## config.mk

```make
export PLATFORM = sky130hd
export DESIGN_NAME = sort_unit_vrdy
export DESIGN_NICKNAME = d
export VERILOG_FILES = /design/src/rtl/sort_unit_vrdy.sv
export SDC_FILE = /design/constraint.sdc
export NUM_CORES = 1
export LEC_CHECK = 0
export CAP_MARGIN = 20
export CELL_PAD_IN_SITES_DETAIL_PLACEMENT = 1
export CELL_PAD_IN_SITES_GLOBAL_PLACEMENT = 2
export CORE_UTILIZATION = 25
export CTS_CLUSTER_DIAMETER = 40
export CTS_CLUSTER_SIZE = 24
export DETAILED_ROUTE_END_ITERATION = 8
export PLACE_DENSITY = 0.62
export RECOVER_POWER = 50
export SLEW_MARGIN = 20
export SYNTH_ARGS = -nofsm -noshare
export SYNTH_HDL_FRONTEND = slang
export SYNTH_SLANG_ARGS = --single-unit
```

## constraint.sdc

```tcl
create_clock -name clk -period 5.6 [get_ports clk]
set_input_delay 0.84 -clock clk [delete_from_list [all_inputs] [get_ports clk]]
set_output_delay 0.84 -clock clk [all_outputs]
set_load 0.01 [all_outputs]
```

## src/rtl/sort_unit_vrdy.sv

```systemverilog
// Four-element sorter: three-stage compare-and-swap pipeline with valid/ready flow control.
// Each stage carries its own sort direction so mixed ascending/descending traffic can overlap.
module sort_unit_vrdy #(
  parameter int p_nbits  = 8,
  parameter bit p_signed = 1'b0
) (
  input  logic               clk,
  input  logic               reset,
  input  logic               in_val,
  output logic               in_rdy,
  input  logic               in_desc,
  input  logic [p_nbits-1:0] in0,
  input  logic [p_nbits-1:0] in1,
  input  logic [p_nbits-1:0] in2,
  input  logic [p_nbits-1:0] in3,
  output logic               out_val,
  input  logic               out_rdy,
  output logic [p_nbits-1:0] out0,
  output logic [p_nbits-1:0] out1,
  output logic [p_nbits-1:0] out2,
  output logic [p_nbits-1:0] out3
);

  logic               val_s1_q, val_s2_q, val_s3_q;
  logic               desc_s1_q, desc_s2_q, desc_s3_q;
  logic [p_nbits-1:0] s1_q [4];
  logic [p_nbits-1:0] s2_q [4];
  logic [p_nbits-1:0] s3_q [4];
  logic [p_nbits-1:0] s1_d [4];
  logic [p_nbits-1:0] s2_d [4];
  logic [p_nbits-1:0] s3_d [4];
  logic               stall;

  function automatic logic f_less(input logic [p_nbits-1:0] a, input logic [p_nbits-1:0] b);
    if (p_signed) return $signed(a) < $signed(b);
    return a < b;
  endfunction

  // Upper half of the result goes to the lower index; ties never swap.
  function automatic logic [2*p_nbits-1:0] f_cas(input logic [p_nbits-1:0] a,
                                                 input logic [p_nbits-1:0] b,
                                                 input logic desc);
    logic swap;
    swap = desc ? f_less(a, b) : f_less(b, a);
    return swap ? {b, a} : {a, b};
  endfunction

  assign stall  = val_s3_q && !out_rdy;
  assign in_rdy = !stall;

  always_comb begin
    {s1_d[0], s1_d[1]} = f_cas(in0, in1, in_desc);
    {s1_d[2], s1_d[3]} = f_cas(in2, in3, in_desc);
    {s2_d[0], s2_d[2]} = f_cas(s1_q[0], s1_q[2], desc_s1_q);
    {s2_d[1], s2_d[3]} = f_cas(s1_q[1], s1_q[3], desc_s1_q);
    s3_d[0]            = s2_q[0];
    {s3_d[1], s3_d[2]} = f_cas(s2_q[1], s2_q[2], desc_s2_q);
    s3_d[3]            = s2_q[3];
  end

  always_ff @(posedge clk) begin
    if (reset) begin
      val_s1_q <= 1'b0;
      val_s2_q <= 1'b0;
      val_s3_q <= 1'b0;
    end else if (!stall) begin
      val_s1_q <= in_val;
      val_s2_q <= val_s1_q;
      val_s3_q <= val_s2_q;
    end
  end

  // Payload registers need no reset; validity alone qualifies them.
  always_ff @(posedge clk) begin
    if (!stall) begin
      desc_s1_q <= in_desc;
      desc_s2_q <= desc_s1_q;
      desc_s3_q <= desc_s2_q;
      s1_q      <= s1_d;
      s2_q      <= s2_d;
      s3_q      <= s3_d;
    end
  end

  assign out_val = val_s3_q;
  assign out0    = val_s3_q ? s3_q[0] : '0;
  assign out1    = val_s3_q ? s3_q[1] : '0;
  assign out2    = val_s3_q ? s3_q[2] : '0;
  assign out3    = val_s3_q ? s3_q[3] : '0;

`ifndef SYNTHESIS
  always_ff @(posedge clk) begin
    if (!reset) begin
      assert (!$isunknown({val_s1_q, val_s2_q, val_s3_q}));
      assert (!$isunknown({in_val, out_rdy}));
    end
  end
`endif

endmodule
```

==> impl_metrics.json <==
{
  "n_antenna_cell": 0,
  "die_w_um": 150.3,
  "hold_path.class": "flop to flop",
  "status": "finished with violations",
  "dp_cells": 725,
  "cts.hold.buffers_added": 0,
  "power.leakage_nw": 2.685,
  "syn_inst": 390,
  "yosysWarnings": 0,
  "ctsResizeCount": 0,
  "place_ws_ps": 1836,
  "wl_um": 10920,
  "power.density_mw_per_mm2": 351.3,
  "gr-total-overflow": 0,
  "cts_buffers": 9,
  "seq_area_frac_synth_pct": 54.60,
  "reg2reg_setup_slack_ps": 1970,
  "clk_root_buffer_cell": "clkbuf_16",
  "synth_nets": 467,
  "crit_path_max_fanout": 78,
  "layout-drive-gt1-share_pct": 19.31,
  "start_util_pct": 25.84,
  "synth.distinct_cells": 30,
  "finish.net_count": 538,
  "hold_slack_ps": 420.5,
  "r2r-start": "out_val",
  "p_total_w": 0.002374,
  "layout.cells.non_filler": 741,
  "r2r-end": "s1_q[27]",
  "worst_pin_slew_ps": 1879,
  "violations": "capacitance limit, slew limit",
  "setup_viol": 0,
  "coreArea_mm2": 0.02129,
  "synthesis.area_mm2": 0.005500,
  "min_period_ps": 3853,
  "startpoint": "out_rdy",
  "start_kind": "input port",
  "syn_to_final_growth_pct": 22.86,
  "wire_per_inst_um": 14.73,
  "drtPass1Iterations": 4,
  "fin_skew_ps": 7.065,
  "antenna_found_initial": 0,
  "dp_hpwl_um": 8462,
  "maxSlewViolCount": 79,
  "grt_max_degree": 79,
  "grt_setup_unrepaired": "no",
  "cts_sinks": 101,
  "multiInputGateArea_mm2": 0.002222,
  "clock_path_buffers": 2,
  "postCtsSetupBuffers": 0,
  "dieArea_mm2": 0.02260,
  "fill_cells": 2248,
  "hold_start": "s2_q[7]",
  "peakVddDrop_mv": 0.1528,
  "synth_seq_cells": 101,
  "grt_pass1_wl_um": 17470,
  "drc": 0,
  "timing.max_cap.violations": 1,
  "crit_arrival_ps": 3790,
  "reg2regPathDepth": 2,
  "finalWorstSetupSlack_ps": 1747,
  "slew-limit-headroom_pct": -25.25,
  "mostFrequentLayoutCells": "98 x edfxtp_1, 68 x clkdlybuf4s50_1, 49 x mux2_2",
  "cts_tree": "built",
  "timing.setup.critical_path_class": "input port to flop",
  "dieHeight_um": 150.3,
  "detail-route-antenna-nets": 0,
  "globalplace.congestion": 0.7693,
  "holdPathStages": 0,
  "critPathCaptureType": "flop",
  "cts_max_level": 3,
  "finalCritPeriodShare_pct": 68.80,
  "io_buffers": 70,
  "clk_latency_ps": 350,
  "first_iter_violations": 120,
  "num_io_pins": 71,
  "viasPerCell": 4.298,
  "finalSetupTns_ps": 0,
  "final_hold_viol_count": 0,
  "groute.usage.overall_pct": 10.38,
  "cts.clk_slew.worst_paths_ps": 70,
  "vias": 3185,
  "max_freq_ghz": 0.2596,
  "hold_end": "s3_q[7]",
  "rows": 53,
  "crit_required_ps": 5540,
  "register_area_mm2": 0.003003,
  "grt_pass1_vias": 3468,
  "mostFrequentLayoutCell": "edfxtp_1",
  "synth_area_per_cell_um2": 14.10
}
## worst max path at each step
stage / to / slack [ps] / cells past startpoint
2_1_floorplan: in_rdy / 1390 / 1
3_3_place_gp: s1_q[1] / 1930 / 8
3_5_place_dp: s1_q[4] / 1840 / 7
4_1_cts: s1_q[4] / 2210 / 7
5_1_grt: s1_q[23] / 1300 / 2
6_report: s1_q[27] / 1750 / 3
## stage by stage
| stage | utilization (%) | instance area [um^2] |
|---|---|---|
| after CTS | 31.79 | 6768 |
| after detailed placement | 30.32 | 6454 |
| final | 31.75 | 6758 |
| after floorplan | - | 5500 |
| after global placement | 30.32 | 6454 |
| after global routing | 31.75 | 6758 |
## final cells by class
type / instances / area share [%]
clock buffers: 9 / 3.333
clock inverters: 7 / 1.315
inverters: 45 / 2.500
multi-input cells: 233 / 32.88
flip-flops and latches: 101 / 44.44
well taps: 275 / 5.092
repair buffers: 71 / 10.44
## synth_stat cells (all sizes together)
library cell  instances  area, um^2
buf                   8       95.09
or2                   1       6.260
a21oi                19       102.6
o21ai                 5       32.53
o211a                 3       30.03
mux2                 80       975.9
clkbuf                3       11.26
a211o                 3       26.28
o211ai                8       60.06
dfxtp                 3       60.06
ha                   40       500.5
inv                  45       168.9
nand2                 6       22.52
nand4                10       62.56
mux2i                 2       20.02
a221oi                2       52.55
nor2b                 5       31.28
or3b                  2       17.52
and2                 32       200.2
a41oi                 2       17.52
edfxtp               98        2943
nand2b                3       18.77
nor2                  8       30.03
a21o                  2       15.01
## worst max-delay path: stages
cell	delay [ps]
dlygate4sd3_1	510
nand2b_1	870
clkbuf_2	1480
## kinds of logic (layout without fill, tap and decap cells)
| group | count (synthesis) | after routing | share of synthesized area, % |
|---|---|---|---|
| buffers and inverters | 56 | 132 | 5.004 |
| AO/OA/AOI/OAI | 44 | 44 | 6.119 |
| adder cells (fa/ha/maj) | 40 | 40 | 9.099 |
| multiplexers | 82 | 82 | 18.11 |
| flip-flops | 101 | 101 | 54.60 |
| AND/OR/NAND/NOR | 67 | 67 | 7.075 |
## sequential cells by signal, summed over array words and instances (netlist names)
register and flops:
s2_q 32, s3_q 32, s1_q 32, desc_s2_q 1, val_s1_q 1, val_s2_q 1, desc_s1_q 1, out_val 1
## where the power goes
| group | switching [W] | internal, W |
|---|---|---|
| Combinational | 0.000251 | 0.000307 |
| Sequential | 0.0000838 | 0.00108 |
| Clock | 0.000266 | 0.000389 |
| Total | 0.000601 | 0.00177 |
## layer usage
layer,share of wire [%],wire length [um],vias to the layer above,global-route usage (%)
met2,46,5076,65,17.05
met4,1.9,209,0,3.838
met5,0,0,-,0
met3,4.4,476,13,2.606
li1,-,-,1580,-
met1,47,5156,1527,13.10
(Power assumes the default switching activity.)
